[src/rtl/eda_pkg.sv]
// Shared types and window/neighbour index constants for the local-max raster scanner.
package eda_pkg;

    typedef enum logic [1:0] {IDLE, SCAN, DRAIN, DONE} scan_state_e;

    // Window slots counted from the LSB: DR is slot 0, UL is slot 8.
    localparam int SLOT_DR = 0;
    localparam int SLOT_D  = 1;
    localparam int SLOT_DL = 2;
    localparam int SLOT_R  = 3;
    localparam int SLOT_C  = 4;
    localparam int SLOT_L  = 5;
    localparam int SLOT_UR = 6;
    localparam int SLOT_U  = 7;
    localparam int SLOT_UL = 8;

    localparam int NB_DR  = 0;
    localparam int NB_D   = 1;
    localparam int NB_DL  = 2;
    localparam int NB_R   = 3;
    localparam int NB_L   = 4;
    localparam int NB_UR  = 5;
    localparam int NB_U   = 6;
    localparam int NB_UL  = 7;
    localparam int NUM_NB = 8;

    // Neighbour bits skip the center slot, so bits at or above L shift up by one.
    function automatic int nb_slot(input int nb);
        return (nb >= NB_L) ? nb + 1 : nb;
    endfunction

endpackage

[src/rtl/eda_window_cmp.sv]
// Combinational 3x3 local-max test: center >= every valid neighbour (unsigned, ties win).
module eda_window_cmp
    import eda_pkg::*;
#(
    parameter int PIXEL_WIDTH  = 8,
    parameter int WINDOW_WIDTH = 9
) (
    input  logic [WINDOW_WIDTH*PIXEL_WIDTH-1:0] window_values,
    input  logic [NUM_NB-1:0]                   neigh_addr_valid,
    output logic [PIXEL_WIDTH-1:0]              center,
    output logic                                is_max
);

    always_comb begin
        center = window_values[SLOT_C*PIXEL_WIDTH +: PIXEL_WIDTH];
        is_max = 1'b1;
        for (int k = 0; k < NUM_NB; k++) begin
            if (neigh_addr_valid[k] &&
                (window_values[nb_slot(k)*PIXEL_WIDTH +: PIXEL_WIDTH] > center))
                is_max = 1'b0;
        end
    end

endmodule

[src/rtl/eda_local_max_scan.sv]
// Raster-scan local-max flagger feeding a valid/ready result stream.
// Optional EDA_MAX_COUNT_EN adds max_count, the number of local maxima handed downstream.
module eda_local_max_scan
    import eda_pkg::*;
#(
    parameter int M            = 16,
    parameter int N            = 16,
    parameter int PIXEL_WIDTH  = 8,
    parameter int WINDOW_WIDTH = 9,
    parameter int I_WIDTH      = $clog2(N),
    parameter int J_WIDTH      = $clog2(M),
    parameter int ADDR_WIDTH   = I_WIDTH + J_WIDTH
) (
    input  logic                                clk,
    input  logic                                reset_n,
    input  logic                                start,
    input  logic [WINDOW_WIDTH*PIXEL_WIDTH-1:0] window_values,
    input  logic [NUM_NB-1:0]                   neigh_addr_valid,
    output logic [ADDR_WIDTH-1:0]               center_addr,
    output logic                                busy,
    output logic                                done,
    output logic                                res_valid,
    input  logic                                res_ready,
    output logic [ADDR_WIDTH-1:0]               res_addr,
    output logic                                res_is_max,
    output logic [PIXEL_WIDTH-1:0]              res_pixel
`ifdef EDA_MAX_COUNT_EN
    ,
    output logic [ADDR_WIDTH:0]                 max_count
`endif
);

    localparam logic [ADDR_WIDTH-1:0] LAST_ADDR = {ADDR_WIDTH{1'b1}};

    scan_state_e              state, state_nxt;
    logic                     start_acc, capture, clear_valid;
    logic [PIXEL_WIDTH-1:0]   c_pixel;
    logic                     c_is_max;

    eda_window_cmp #(
        .PIXEL_WIDTH  (PIXEL_WIDTH),
        .WINDOW_WIDTH (WINDOW_WIDTH)
    ) u_cmp (
        .window_values    (window_values),
        .neigh_addr_valid (neigh_addr_valid),
        .center           (c_pixel),
        .is_max           (c_is_max)
    );

    always_ff @(posedge clk or negedge reset_n) begin
        if (!reset_n) state <= IDLE;
        else          state <= state_nxt;
    end

    always_comb begin
        state_nxt   = state;
        start_acc   = 1'b0;
        capture     = 1'b0;
        clear_valid = 1'b0;
        case (state)
            IDLE: if (start) begin
                start_acc = 1'b1;
                state_nxt = SCAN;
            end
            SCAN: if (!res_valid || res_ready) begin
                capture = 1'b1;
                if (center_addr == LAST_ADDR) state_nxt = DRAIN;
            end
            // res_valid is always set here: the last capture filled the slot.
            DRAIN: if (res_ready) begin
                clear_valid = 1'b1;
                state_nxt   = DONE;
            end
            DONE: state_nxt = IDLE;
            default: state_nxt = IDLE;
        endcase
    end

    assign busy = (state == SCAN) || (state == DRAIN);
    assign done = (state == DONE);

    // {i, j} with power-of-two M: a plain +1 wraps j into an i increment.
    always_ff @(posedge clk or negedge reset_n) begin
        if (!reset_n) begin
            center_addr <= '0;
            res_valid   <= 1'b0;
            res_addr    <= '0;
            res_is_max  <= 1'b0;
            res_pixel   <= '0;
        end else begin
            if (start_acc)
                center_addr <= '0;
            else if (capture && center_addr != LAST_ADDR)
                center_addr <= center_addr + 1'b1;

            if (capture) begin
                res_valid  <= 1'b1;
                res_addr   <= center_addr;
                res_is_max <= c_is_max;
                res_pixel  <= c_pixel;
            end else if (clear_valid) begin
                res_valid  <= 1'b0;
            end
        end
    end

`ifdef EDA_MAX_COUNT_EN
    always_ff @(posedge clk or negedge reset_n) begin
        if (!reset_n)
            max_count <= '0;
        else if (start_acc)
            max_count <= '0;
        else if (res_valid && res_ready && res_is_max)
            max_count <= max_count + 1'b1;
    end
`endif

endmodule

[config.mk]
export PLATFORM = sky130hd
export DESIGN_NAME = eda_local_max_scan
export DESIGN_NICKNAME = d
export VERILOG_FILES = /design/src/rtl/eda_pkg.sv /design/src/rtl/eda_window_cmp.sv /design/src/rtl/eda_local_max_scan.sv
export SDC_FILE = /design/constraint.sdc
export NUM_CORES = 1
export LEC_CHECK = 0
export ABC_AREA = 1
export ABC_CLOCK_PERIOD_IN_PS = 1950
export BUFFER_PORTS_ARGS = -buffer_cell sky130_fd_sc_hd__buf_4
export CORE_MARGIN = 1.5
export CORE_UTILIZATION = 35
export CTS_CLUSTER_DIAMETER = 150
export DETAILED_ROUTE_END_ITERATION = 10
export GPL_TIMING_DRIVEN = 0
export SYNTH_ARGS = -nofsm -noshare
export SYNTH_HDL_FRONTEND = slang
export SYNTH_SLANG_ARGS = --single-unit
[constraint.sdc]
create_clock -name clk -period 1.95 [get_ports clk]
set_input_delay 0.4875 -clock clk [delete_from_list [all_inputs] [get_ports clk]]
set_output_delay 0.4875 -clock clk [all_outputs]
set_load 0.005 [all_outputs]
### After elaboration in Yosys (flattened, before gate mapping)

Cells that the tools add are included.

* flip-flop bits (word level): 28
* input bits: 84
* output and inout port bits: 28
* logic and storage cells: 63

* add/sub/neg operators: 1
* $lt $le $gt $ge: 8
* eq/ne operators: 9
* multiplexer cells: 23
* reduce and logical (&&, ||, !) cells: 16

Operator list (number)
* greater-than comparator 8 bit: 8
* two-way mux 1 bit: 16
* two-way mux 8 bit: 2
* logical AND 1 bit: 9
* adder 8 x 1 -> 8 bit, second input constant: 1
* == test 8 bit, second input constant: 1
* two-way mux 2 bit: 4
* inequality test 2 bit, second input constant: 4
* inequality test 8 bit, second input constant: 1
* case mux 2 bit (4 select lines): 1
* == test 2 bit, second input constant: 2
* AND reduction 4 bit: 1
* nonzero test 2 bit: 2
* == test 2 x 1 -> 1 bit, second input constant: 1
* zero test 2 bit: 1
* logical OR 1 bit: 2
* zero test 1 bit: 1

### Longest topological paths before layout

* depth in word-level cells: 10
* depth in mapped cells: 14

### Cells and area by module

A second synthesis with hierarchy kept.

* cells, all modules: 435
* area total of the unflattened synthesis: 3045.4 sq um

By module, submodules not included
* eda_window_cmp: instances 1, cells each 267, area an instance 1685.4 sq um
* eda_local_max_scan: instances 1, cells each 168, area an instance 1360.1 sq um

### Least setup slack after synthesis

OpenSTA, ideal clock, no wires.

* kind: input -> register
* start point: in window_values[39]
* end point: reg res_is_max
* library setup time: 0.065 ns
* arrival: 1.553 ns
* data required time: 1.885 ns
* path slack: 0.332 ns
* stages: 11
* path buffers: 0
* path through: inv_1 > ha_1 > nand2_1 > nor2_1 > nand4_1 > and2_1 > nand2_1 > nand2_1 > nor2_1 > nand3_1 > nand2_1

* word-level cells in the longest chain between the ends: 10
* elaborated cells between the ends (all ways): 24
* those cells by class: order compare (8); mux (8); reduce/logical (8)

RTL lines
* start: declaration: line eda_local_max_scan.sv:17 `input logic [WINDOW_WIDTH*PIXEL_WIDTH-1:0] window_values,`
* greater-than comparator 8 bit: line eda_window_cmp.sv:19 `(window_values[nb_slot(k)*PIXEL_WIDTH +: PIXEL_WIDTH] > center))`
* logical AND 1 bit: line eda_window_cmp.sv:18 `if (neigh_addr_valid[k] &&`
* two-way mux 1 bit (7 in series): line eda_window_cmp.sv:18
* two-way mux 1 bit (*): line eda_window_cmp.sv:18
* end signal: assignment: line eda_local_max_scan.sv:99 `res_is_max <= c_is_max;`
* end: declaration: line eda_local_max_scan.sv:25 `output logic res_is_max,`

Mark *: on every way between the ends. The rest lies on a longest branch, timed or not.
A chain may end at the register's enable or synchronous reset.

### Worst setup path after layout

* start point: in window_values[34]
* end point: reg res_is_max

Same word-level chain as after synthesis.

==> results by stage <==
Job:
- The number of max-cap violations is 0.

STA:
- Setup violations remaining at the end of the flow were counted as 0.
- Setup slack on the critical path of the routed design comes to between 0.15 and 0.2 ns.
- The minimum period implied by the final worst setup slack is 1.772 ns.
- Setup repair after global routing left no endpoint under its margin.
- The number of pins exceeding their max-slew limit in the final report is 0.
- The final-report hold violation count is 0.
- For the final database, setup skew stands at 0.007357 ns.
- After routing, the total negative slack on setup checks comes to 0 ns.
- For the pin with the worst max-slew slack, the measured transition is approximately 0.48 ns.
- Derived from the worst setup path, the maximum achievable clock frequency is 564.2 MHz.
- Dividing the final minimum period by the clock period gives between 90% and 100%.
- In this run the tightest slew margin relative to its limit is approximately 68%.

Die:
- The count of standard-cell rows is 32.
- The die covers around 8700 um^2.
- The die height is around 94 um.
- The region available for standard cell placement spans 7848 um^2.
- The initial core utilization is 36.56%.
- Measured along the x axis, the die boundary spans ~94 um.
- The total I/O pin count is 112.

Yosys:
- Ranked by total cell area, the synthesized netlist is headed by sky130_fd_sc_hd__ha_1 31%, sky130_fd_sc_hd__dfrtp_1 24%, sky130_fd_sc_hd__nand2_1 15%.
- By area, the combinational part of the netlist is dominated by adder cells.
- The area of the mapped netlist is 2869 um^2.
- The share of the synthesized area in the top cell type is around 30%.
- The per-instance average area after synthesis is about 7.4 um^2.
- Of the synthesized area, sequential elements account for around a quarter.
- The synthesized instance count is approximately 390.
- The post-synthesis net count is between 500 and 600.
- The synthesized netlist devotes 30.53% of its cell area to adder and majority cells.
- The number of library cell types mapped by synthesis is 28.
- After synthesis, the share of cell area in mux cells is 0%.
- Synthesis inferred 28 register bits.
- Of the total synthesized cell area, the portion taken by AND, OR, NAND and NOR gates is 24.25%.
- The xor and xnor area share after synthesis is 0.3053%.
- The count of yosys warnings during synthesis is 0.
- The largest area contributor in the netlist is sky130_fd_sc_hd__ha_1.
- Summing the areas of all compound-gate instances in the mapped netlist gives about an eighth of the synthesized area.

CTS:
- The CTS tree is done.
- The cell at the root of the clock tree is sky130_fd_sc_hd__clkbuf_8.
- After clock tree synthesis, the repair step resized 0 gates.
- The total clock buffers created by CTS is 3.
- After clock tree synthesis, the clock-pin slew on the worst setup and hold paths is 0.10 ns.
- CTS built an H-tree with a depth of 1.
- The clock reaches the later pin of the worst-skew pair after between 0.2 and 0.3 ns.
- Hold repair after CTS inserted 0 buffers.
- The maximum root-to-sink buffer count is 2.
- CTS saw 28 sinks.
- The number of buffers added for setup after CTS is 0.

Routing:
- The overall routed net length is about 7.6 mm.
- The count of nets left with antenna violations once routing finished came out at 0.
- The total number of vias is roughly 2800.
- The count of unresolved DRC violations after routing is 0.
- The number of detailed-routing iterations run before antenna repair is 4.
- After detailed routing, the average wire length per cell comes to roughly 13 um.
- The number of vias per cell after detailed routing is between 4 and 5.
- The detailed router finished its first iteration with between 70 and 80 violations.

Critical path:
- The worst stage delay on the critical path is between 0.3 and 0.4 ns.
- The required time at the endpoint of the critical path is about 2.2 ns.
- The startpoint type of the worst setup path is an input pin.
- Along the worst path, the maximum fanout reaches 9.
- On the critical path, the stage with the largest delay is an instance of sky130_fd_sc_hd__inv_1.
- The worst register-to-register path has a setup slack of 0.32 ns.
- The critical path goes through buf_4, inv_1, ha_1, nand2_1, inv_1, nand2_1, nand2_1, nand2_1, nand2_1, nand2_1, nand2_1, nor2_1, nand3_1, nand2_1.
- In this design, the critical path's most frequently occurring cell is sky130_fd_sc_hd__nand2_1.
- The element type at the critical path end is a flip-flop.
- The data arrival time of the worst path is approximately 2.0 ns.
- The worst setup path is of the in -> reg kind.

Placed design:
- The count of input and output buffers is between 100 and 150.
- Summed over all nets, the half-perimeter wirelength after detailed placement is about 6.3 mm.
- The congestion estimate from routability-driven global placement came to between 0.8 and 0.9.
- The placement-stage worst setup slack is -0.1517 ns.

Hold path:
- The class of the tightest hold or removal check is in -> async.

Global route:
- The overall track demand over capacity in global routing is roughly 18%.
- The number of antenna violations at the first check in global routing came to 0.
- After global routing the overflow that remains totals 0.
- The number of global-route vias before repair came to approximately 2700.
- The largest net degree at the start of global routing is 29.
- The first global-routing pass estimated between 10 and 15 mm of wire.

Pwr:
- The share of total power consumed by net switching is a little under two fifths.
- The static leakage is 2.255 nW.
- Summed over all nets, the switching power comes to about 0.0012 W.
- The final total power is 0.003012 W.
- The clock network is responsible for between 15 and 20% of the overall power.
- Per report_power, the combinational group accounts for 51.6% of the total.
- Internal power comes to 0.001858 W.
- Sequential cells account for around 33% of the total power.
- The worst IR drop on VDD is 0.4865 mV.
- Dividing total power by cell area gives a power density of ~770 nW/um^2.

Final layout:
- In the layout the commonest cells are 114 x sky130_fd_sc_hd__nand2_1, 111 x sky130_fd_sc_hd__buf_4, 70 x sky130_fd_sc_hd__ha_1.
- The number of antenna diodes in the final layout is 0.
- Leaving out fill and tap cells, the most frequent cell in the layout is sky130_fd_sc_hd__nand2_1.
- The number of nets at the end of the flow is around 660.
- The post-route netlist has 25.65% of its cells at a drive strength greater than 1.
- The area growth from synthesis to layout is 35.98%.

Run status:
- The run finished with clean final reports.
## state kept, by name, summed over array words and instances, names as in the netlist
name / cells
res_is_max: 1
res_valid: 1
res_pixel: 8
state: 2
center_addr: 8
res_addr: 8
## stage by stage
step                cells  hold WS [ns]  area, um^2  utilization (%)
global route          605        0.1306        3901            49.71
floorplan             388        0.1919        2869                -
global placement      601        0.4288        3830            48.80
CTS                   605        0.1189        3901            49.71
detailed placement    601        0.4285        3830            48.80
finish                605        0.1083        3901            49.71
## path summary, 6_finish.rpt
check,start,to,cells past startpoint
worst max-delay path,window_values[34],res_is_max$_DFFE_PN0P_,14
worst min-delay path,reset_n,center_addr[1]$_DFFE_PN0P_,1
worst max register to register,center_addr[1]$_DFFE_PN0P_,center_addr[5]$_DFFE_PN0P_,10
worst min register to register,res_pixel[4]$_DFFE_PN0P_,res_pixel[4]$_DFFE_PN0P_,2
max in group asynchronous,reset_n,res_pixel[2]$_DFFE_PN0P_,1
min in group clk,res_ready,res_valid$_DFFE_PN0P_,4
## per-layer routing
layer / track usage, % / vias up / wire (um)
met1: 23.85 / 1230 / 3544
li1: - / 1500 / -
met5: 0 / - / 0
met4: 2.114 / 0 / 24
met2: 31.64 / 79 / 3535
met3: 4.146 / 2 / 522
## critical path: cells and delay by family
kind,cells,cell delay [ns]
simple gates,10,0.69
fa+ha+maj,1,0.32
buf+inv,3,0.48
## power groups by stage
stage	clock [W]	sequential, W	combinational (W)
6_report	0.000457	0.00100	0.00155
5_1_grt	0.000489	0.00103	0.00178
4_1_cts	0.000471	0.00100	0.00158
3_5_place_dp	0	0.00101	0.00157
3_3_place_gp	0	0.00101	0.00154
2_1_floorplan	0	0.000997	0.000821
## kinds of logic (layout without fill, tap and decap cells)
group           after synthesis  in the layout
flops                        28             28
simple gates                166            166
xor+xnor                      1              1
fa+ha+maj                    70             70
compound gates               66             66
buf+inv                      57            172
## synth_stat cells (all sizes together)
cell type	n
nand2	118
ha	70
inv	53
nor2	31
dfrtp	28
a21oi	26
o21ai	24
nand3	9
a21boi	5
nand4	5
o21a	5
a21o	3
clkbuf	2
nor3	2
o21bai	2
and2	1
buf	1
clkinv	1
o22ai	1
xor2	1
## layout make-up
type	count	area, um^2
well taps	102	127.6
multi-input cells	303	1953
clock inverters	1	30.03
inverters	54	202.7
repair buffers	111	833.3
fillers	819	3946
clock buffers	3	41.29
flip-flops and latches	28	700.7
plain buffers	3	12.51
Power figures use the tool's default switching activity.
